`src/rtl/pair_align.sv`:
```
// pair_align: buffers two sample streams and presents their FIFO heads as beat-locked pairs,
// truncating and resynchronising on packet-length mismatch. Optional: PAIR_ALIGN_DROP_COUNT_EN.
module pair_align #(
   parameter int WIDTH      = 16,
   parameter int DEPTH_LOG2 = 3
) (
   input  logic                 clk,
   input  logic                 reset_n,
   input  logic                 clear,
   input  logic [2*WIDTH-1:0]   i0_tdata,
   input  logic                 i0_tlast,
   input  logic                 i0_tvalid,
   output logic                 i0_tready,
   input  logic [2*WIDTH-1:0]   i1_tdata,
   input  logic                 i1_tlast,
   input  logic                 i1_tvalid,
   output logic                 i1_tready,
   output logic [2*WIDTH-1:0]   o0_tdata,
   output logic                 o0_tlast,
   output logic                 o0_tvalid,
   input  logic                 o0_tready,
   output logic [2*WIDTH-1:0]   o1_tdata,
   output logic                 o1_tlast,
   output logic                 o1_tvalid,
   input  logic                 o1_tready,
   output logic                 err_pulse,
   output logic [15:0]          err_count,
   output logic [15:0]          drop_count
);

   localparam int DW    = 2 * WIDTH;
   localparam int DEPTH = 1 << DEPTH_LOG2;
   localparam logic [DEPTH_LOG2:0] PTR_ONE = {{DEPTH_LOG2{1'b0}}, 1'b1};

   typedef enum logic [1:0] {ALIGN, DRAIN0, DRAIN1} state_t;

   state_t              state_q, state_d;
   logic [DEPTH_LOG2:0] wr0_q, wr0_d, rd0_q, rd0_d;
   logic [DEPTH_LOG2:0] wr1_q, wr1_d, rd1_q, rd1_d;
   logic [DW:0]         mem0_q [DEPTH];
   logic [DW:0]         mem1_q [DEPTH];
   logic [DW:0]         head0, head1;
   logic                empty0, full0, empty1, full1;
   logic                push0, push1, pop0, pop1;
   logic                pair_valid, err_d, err_pulse_q;
   logic [15:0]         err_count_q, err_count_d;

   always_comb begin
      empty0 = (wr0_q == rd0_q);
      empty1 = (wr1_q == rd1_q);
      // Extra pointer MSB distinguishes full from empty when the index bits match.
      full0  = (wr0_q[DEPTH_LOG2] != rd0_q[DEPTH_LOG2]) &&
               (wr0_q[DEPTH_LOG2-1:0] == rd0_q[DEPTH_LOG2-1:0]);
      full1  = (wr1_q[DEPTH_LOG2] != rd1_q[DEPTH_LOG2]) &&
               (wr1_q[DEPTH_LOG2-1:0] == rd1_q[DEPTH_LOG2-1:0]);
      head0  = mem0_q[rd0_q[DEPTH_LOG2-1:0]];
      head1  = mem1_q[rd1_q[DEPTH_LOG2-1:0]];
      push0  = i0_tvalid && !full0 && !clear;
      push1  = i1_tvalid && !full1 && !clear;

      state_d    = state_q;
      pop0       = 1'b0;
      pop1       = 1'b0;
      pair_valid = 1'b0;
      err_d      = 1'b0;

      case (state_q)
         ALIGN: begin
            pair_valid = !empty0 && !empty1 && !clear;
            if (pair_valid && o0_tready && o1_tready) begin
               pop0 = 1'b1;
               pop1 = 1'b1;
               if (head0[DW] && !head1[DW]) begin
                  err_d   = 1'b1;
                  state_d = DRAIN1;
               end else if (!head0[DW] && head1[DW]) begin
                  err_d   = 1'b1;
                  state_d = DRAIN0;
               end
            end
         end
         DRAIN0: begin
            if (!empty0 && !clear) begin
               pop0 = 1'b1;
               if (head0[DW]) state_d = ALIGN;
            end
         end
         DRAIN1: begin
            if (!empty1 && !clear) begin
               pop1 = 1'b1;
               if (head1[DW]) state_d = ALIGN;
            end
         end
         default: state_d = ALIGN;
      endcase

      if (clear) begin
         state_d = ALIGN;
         wr0_d   = '0;
         rd0_d   = '0;
         wr1_d   = '0;
         rd1_d   = '0;
      end else begin
         wr0_d = push0 ? wr0_q + PTR_ONE : wr0_q;
         rd0_d = pop0  ? rd0_q + PTR_ONE : rd0_q;
         wr1_d = push1 ? wr1_q + PTR_ONE : wr1_q;
         rd1_d = pop1  ? rd1_q + PTR_ONE : rd1_q;
      end

      err_count_d = (err_d && (err_count_q != '1)) ? err_count_q + 16'd1 : err_count_q;
   end

   always_ff @(posedge clk) begin
      if (push0) mem0_q[wr0_q[DEPTH_LOG2-1:0]] <= {i0_tlast, i0_tdata};
      if (push1) mem1_q[wr1_q[DEPTH_LOG2-1:0]] <= {i1_tlast, i1_tdata};
   end

   always_ff @(posedge clk or negedge reset_n) begin
      if (!reset_n) begin
         state_q     <= ALIGN;
         wr0_q       <= '0;
         rd0_q       <= '0;
         wr1_q       <= '0;
         rd1_q       <= '0;
         err_pulse_q <= 1'b0;
         err_count_q <= '0;
      end else begin
         state_q     <= state_d;
         wr0_q       <= wr0_d;
         rd0_q       <= rd0_d;
         wr1_q       <= wr1_d;
         rd1_q       <= rd1_d;
         err_pulse_q <= err_d;
         err_count_q <= err_count_d;
      end
   end

`ifdef PAIR_ALIGN_DROP_COUNT_EN
   logic        drop_beat;
   logic [15:0] drop_count_q, drop_count_d;

   always_comb begin
      drop_beat    = ((state_q == DRAIN0) && pop0) || ((state_q == DRAIN1) && pop1);
      drop_count_d = (drop_beat && (drop_count_q != '1)) ? drop_count_q + 16'd1 : drop_count_q;
   end

   always_ff @(posedge clk or negedge reset_n) begin
      if (!reset_n) drop_count_q <= '0;
      else          drop_count_q <= drop_count_d;
   end

   assign drop_count = drop_count_q;
`else
   assign drop_count = '0;
`endif

   // A mismatched pair is truncated: either head carrying tlast ends the output packet.
   assign o0_tvalid = pair_valid;
   assign o1_tvalid = pair_valid;
   assign o0_tlast  = pair_valid && (head0[DW] || head1[DW]);
   assign o1_tlast  = o0_tlast;
   assign o0_tdata  = pair_valid ? head0[DW-1:0] : '0;
   assign o1_tdata  = pair_valid ? head1[DW-1:0] : '0;
   assign i0_tready = !full0;
   assign i1_tready = !full1;
   assign err_pulse = err_pulse_q;
   assign err_count = err_count_q;

endmodule
```
`config.mk`:
```
export PLATFORM = sky130hd
export DESIGN_NAME = pair_align
export DESIGN_NICKNAME = d
export VERILOG_FILES = /design/src/rtl/pair_align.sv
export SDC_FILE = /design/constraint.sdc
export NUM_CORES = 1
export LEC_CHECK = 0
export CORE_MARGIN = 2
export CORE_UTILIZATION = 52
export DETAILED_ROUTE_END_ITERATION = 7
export HOLD_SLACK_MARGIN = 0.02
export PLACE_DENSITY = 0.77
export SLEW_MARGIN = 5
export SYNTH_ARGS = -nofsm -noshare
export SYNTH_HDL_FRONTEND = slang
export SYNTH_SLANG_ARGS = --single-unit
```
`constraint.sdc`:
```
create_clock -name clk -period 5.1 [get_ports clk]
set_input_delay 1.02 -clock clk [delete_from_list [all_inputs] [get_ports clk]]
set_output_delay 1.02 -clock clk [all_outputs]
set_load 0.005 [all_outputs]
```
### Yosys cells after proc, flatten, opt, wreduce, memory -nomap -nowiden

Memories as Yosys holds them, arrays and structs flattened.
Index checks and enable logic that the tools add are counted.

| word-level totals | value |
|---|---|
| register bits after elaboration | 35 |
| memory bits (writable) | 528 |
| output and inout bits | 103 |
| logic and storage cells | 92 |
| memories kept | 2 |

| cells by class | value |
|---|---|
| add/subtract/negate cells | 5 |
| equal/unequal tests | 15 |
| mux-type cells | 33 |
| reduce and logical (&&, ||, !) cells | 30 |

Memories:

| memory | words | bits a word | rd ports | clocked after memory_dff | wr ports | RTL line | RTL |
|---|---|---|---|---|---|---|---|
| mem0_q | 8 | 33 | 1 | 0 | 1 | 40 | `logic [DW:0] mem0_q [DEPTH];` |
| mem1_q | 8 | 33 | 1 | 0 | 1 | 41 | `logic [DW:0] mem1_q [DEPTH];` |

Operators with widths:

| cell | count |
|---|---|
| $mux W32 | 2 |
| $mux W4 | 8 |
| $add A16 B1 Y16 const B | 1 |
| $add A4 B1 Y4 const B | 4 |
| $logic_and A1 B1 Y1 | 16 |
| $mux W2 | 8 |
| $ne A16 B16 Y1 const B | 1 |
| $ne A3 B3 Y1 const B | 5 |
| $mux W1 | 12 |
| $eq A4 B4 Y1 | 2 |
| $reduce_bool A2 Y1 | 4 |
| $logic_not A1 Y1 | 7 |
| $eq A3 B3 Y1 | 2 |
| $pmux W2 S3 | 1 |
| $reduce_and A6 Y1 | 1 |
| $ne A4 B4 Y1 const B | 1 |
| $pmux W1 S2 | 2 |
| $eq A2 B1 Y1 const B | 1 |
| $eq A2 B2 Y1 const B | 1 |
| $logic_not A2 Y1 | 1 |
| $ne A1 B1 Y1 | 2 |
| $logic_or A1 B1 Y1 | 1 |

### Depth between registers and ports, before layout

| depth | value |
|---|---|
| depth in word-level cells | 10 |
| gate-level depth with buffers | 8 |
| gate-level depth less buffers | 6 |

### Worst setup path before layout

No wires, ideal clock.

| timing | value |
|---|---|
| path type | input to register |
| from | in i0_tvalid |
| to | mem mem0_q[6][0] (netlist bit), enable pin |
| data arrival time | 4.640 ns |
| setup slack | -0.046 ns |
| cell stages on the path | 4 |
| buffers on the path | 1 |
| path through | inv_1 > a41o_1 > clkbuf_1 > nor4_1 |

| on the way | value |
|---|---|
| cells in the longest elaborated chain, start to end | 4 |

Ends and longest elaborated chain:

| what | RTL line | RTL |
|---|---|---|
| start: declaration | 12 | `input logic i0_tvalid,` |
| $logic_and A1 B1 Y1 (2 in series) | 58 | `push0 = i0_tvalid && !full0 && !clear;` |
| $mux W1 | 114 | `if (push0) mem0_q[wr0_q[DEPTH_LOG2-1:0]] <= {i0_tlast, i0_tdata};` |
| $mux W1 (implied by the code) | 114 |  |
| end: declaration | 40 |  |

No other way between the ends.

### Worst setup path in the final report

| timing | value |
|---|---|
| from | in clear |
| to | out o1_tdata[18] |

| on the way | value |
|---|---|
| cells in the longest elaborated chain, start to end | 4 |

Ends and longest elaborated chain:

| what | RTL line | RTL |
|---|---|---|
| start: declaration | 9 | `input logic clear,` |
| $logic_not A1 Y1 | 69 | `pair_valid = !empty0 && !empty1 && !clear;` |
| $logic_and A1 B1 Y1 | 69 |  |
| $mux W1 | 67 | `case (state_q)` |
| $mux W32 | 163 | `assign o1_tdata = pair_valid ? head1[DW-1:0] : '0;` |
| end: declaration | 22 | `output logic [2*WIDTH-1:0] o1_tdata,` |

No other way between the ends.

==> flow_metrics.env <==
export IMPL_switching_share=0.201
export IMPL_fin_crit_ns=4.51
export IMPL_cp_slowest_stage_delay_ns=0.55
export IMPL_cts_hold_buffers=0
export IMPL_path_max_fanout=52
export IMPL_setup_tns_ns=0
export IMPL_clk_latency_ns=0.60
export IMPL_syn_to_final_growth_pct=17.2
export IMPL_p_int_uw=7490
export IMPL_cts_max_level=2
export IMPL_tightestPinTransition_ns=1.08
export IMPL_port_buffers=159
export IMPL_via_per_inst=5.80
export IMPL_crit_chain="clkdlybuf4s50_1 > nor2_1 > o41a_1 > nand2_2 > buf_12 > nor2_1 > clkdlybuf4s50_1"
export IMPL_firstDrtPassIters=5
export IMPL_seqPwrFrac=0.551
export IMPL_dp_slack_ns=0.606
export IMPL_antenna_found_initial=5
export IMPL_synth_edff_count=528
export IMPL_wl_um=43100
export IMPL_p_leak_uw=0.00823
export IMPL_ys_ff_latch=563
export IMPL_core_um2=42100
export IMPL_cp_start_kind="input port"
export IMPL_crit_type="in -> out"
export IMPL_yosysUniqueCellTypes=46
export IMPL_crit_slowest_cell="clkdlybuf4s50_1"
export IMPL_grt_overflow_total=0
export IMPL_setup_viol=0
export IMPL_fin_crit_sh=0.884
export IMPL_drc=0
export IMPL_mostFrequentLayoutCell="edfxtp_1"
export IMPL_clkPwrFrac=0.401
export IMPL_antenna_left=0
export IMPL_vias=10614
export IMPL_ioPinCount=176
export IMPL_drive_gt1_frac=0.200
export IMPL_cp_top_family="buffers and inverters"
export IMPL_cts_clk_slew_worst_paths_ns=0.05
export IMPL_syn_mean_instance_area_um2=20.7
export IMPL_place_gp_congestion=0.752
export IMPL_finalMaxSlewViolations=0
export IMPL_cts_root_buffer="clkbuf_16"
export IMPL_fin_skew_ns=0.0271
export IMPL_worst_ir_drop_vdd_v=0.000320
export IMPL_rsz0062_at_grt="false"
export IMPL_nets=1334
export IMPL_finalHoldViolCount=0
export IMPL_grt_pass1_wl_um=66100
export IMPL_synth_warnings=0
export IMPL_setup_ws_ns=0.590
export IMPL_clock_path_buffers=3
export IMPL_syn_inst=1077
export IMPL_cts_buffers_inserted=54
export IMPL_row_count=75
export IMPL_dieArea_um2=44600
export IMPL_dp_hpwl_um=23600
export IMPL_grt_max_degree=70
export IMPL_cts_tree="yes"
export IMPL_fmax_mhz=222
export IMPL_cap_violations=0
export IMPL_die_x_um=211
export IMPL_setup_worst_path_end_class="primary output"
export IMPL_path_buf_inv=3
export IMPL_cellPowerDensity_nw_per_um2=359
export IMPL_wl_per_cell_um=23.6
export IMPL_hold_class="reg -> reg"
export IMPL_die_h_um=211
export IMPL_outcome="completed"
export IMPL_cts_resized=0
export IMPL_crit_arrival_ns=3.49
export IMPL_p_comb_frac=0.048
export IMPL_postCtsSetupBuffers=0
export IMPL_async_reset_ff_frac=0.0622
export IMPL_grt_pass1_vias=11148
export IMPL_syn_cell_area_um2=22300
export IMPL_synthFlopType="edfxtp_1"
export IMPL_initial_utilization=0.530
export IMPL_drt_iter0_markers=863
export IMPL_grt_total_usage=0.199
export IMPL_crit_required_ns=4.08
export IMPL_numClockSinks=563
export IMPL_yosysSeqAreaShare=0.750
export IMPL_switchingPower_uw=1890
export IMPL_relSlewSlack=0.283
export IMPL_final_cell_mix="edfxtp_1 (528), clkdlybuf4s50_1 (158), mux4_2 (132)"
==> kinds of logic (layout without fill, tap and decap cells) <==
| logic type | after synthesis | count (layout) | synth area share |
|---|---|---|---|
| compound gates | 23 | 23 | 0.00909 |
| xor+xnor | 31 | 31 | 0.0145 |
| fa+ha+maj | 8 | 8 | 0.00449 |
| buf+inv | 83 | 281 | 0.0196 |
| flops | 563 | 563 | 0.750 |
| mux | 205 | 205 | 0.166 |
| other cells | 1 | 17 | 0.000168 |
| simple gates | 163 | 163 | 0.0361 |
==> cell type report <==
| type | count | area, um2 |
|---|---|---|
| antenna | 1 | 2.50 |
| clock buffer | 69 | 1410 |
| clock inverter | 24 | 241 |
| fill | 2833 | 16000 |
| inverter | 7 | 26.3 |
| multi-input combinational | 446 | 5280 |
| sequential | 563 | 16700 |
| tap | 539 | 674 |
| timing repair buffer | 181 | 1780 |
==> layer usage <==
layer | share of wire | global-route usage
met5 | 0.0013 | 0
met4 | 0.015 | 0.0471
met3 | 0.060 | 0.0409
met2 | 0.51 | 0.338
met1 | 0.41 | 0.267
==> flip-flops by register name (all words and copies together), names as in the netlist, 2 cells and up <==
name       cells
mem0_q       264
mem1_q       264
err_count     16
rd0_q          4
rd1_q          4
wr0_q          4
wr1_q          4
state_q        2
==> metrics by stage <==
stage	instance area [um2]	hold WS (ns)	utilization	instances	power [uW]
after CTS	26200	0.493	0.621	1829	9460
final	26200	0.487	0.621	1830	9380
after detailed placement	24500	0.487	0.582	1736	5720
after floorplan	22400	0.478	-	1092	5490
after global routing	26200	0.528	0.621	1830	9660
after global placement	24500	0.482	0.582	1736	5700
==> synthesized netlist by cell type, drive strengths merged, types with 7 or more instances <==
| cell | number | share of area |
|---|---|---|
| buf | 48 | 0.014 |
| o21ai | 7 | 0.0016 |
| mux4 | 132 | 0.13 |
| ha | 8 | 0.0045 |
| nor4 | 10 | 0.0042 |
| dfrtp | 35 | 0.039 |
| clkbuf | 28 | 0.0048 |
| mux2i | 71 | 0.032 |
| nor3b | 7 | 0.0024 |
| nor2 | 86 | 0.014 |
| nor3 | 10 | 0.0022 |
| nand3 | 11 | 0.0025 |
| nand2 | 17 | 0.0029 |
| inv | 7 | 0.0012 |
| edfxtp | 528 | 0.71 |
| xor2 | 25 | 0.012 |
==> power groups by stage <==
stage	Clock [uW]	Combinational [uW]	Sequential, uW
2_1_floorplan	0	242	5250
3_5_place_dp	0	456	5260
4_1_cts	3830	459	5170
6_report	3760	451	5170
3_3_place_gp	0	444	5260
5_1_grt	4000	492	5170
==> path summary, 6_finish.rpt <==
path,cells after the start,startpoint,slack [ns],endpoint
worst min register to register,1,err_count[5]$_DFFE_PN0P_,0.49,err_count[5]$_DFFE_PN0P_
worst max-delay path,7,clear,0.59,o1_tdata[18]
worst min-delay path,1,err_count[5]$_DFFE_PN0P_,0.49,err_count[5]$_DFFE_PN0P_
min in group asynchronous,1,reset_n,0.54,wr1_q[2]$_DFFE_PN0P_
worst max register to register,7,rd0_q[1]$_DFFE_PN0P_,1.83,err_count[1]$_DFFE_PN0P_
max in group asynchronous,1,reset_n,3.93,rd1_q[0]$_DFFE_PN0P_
Note: power is estimated with default switching activity, not from simulation.
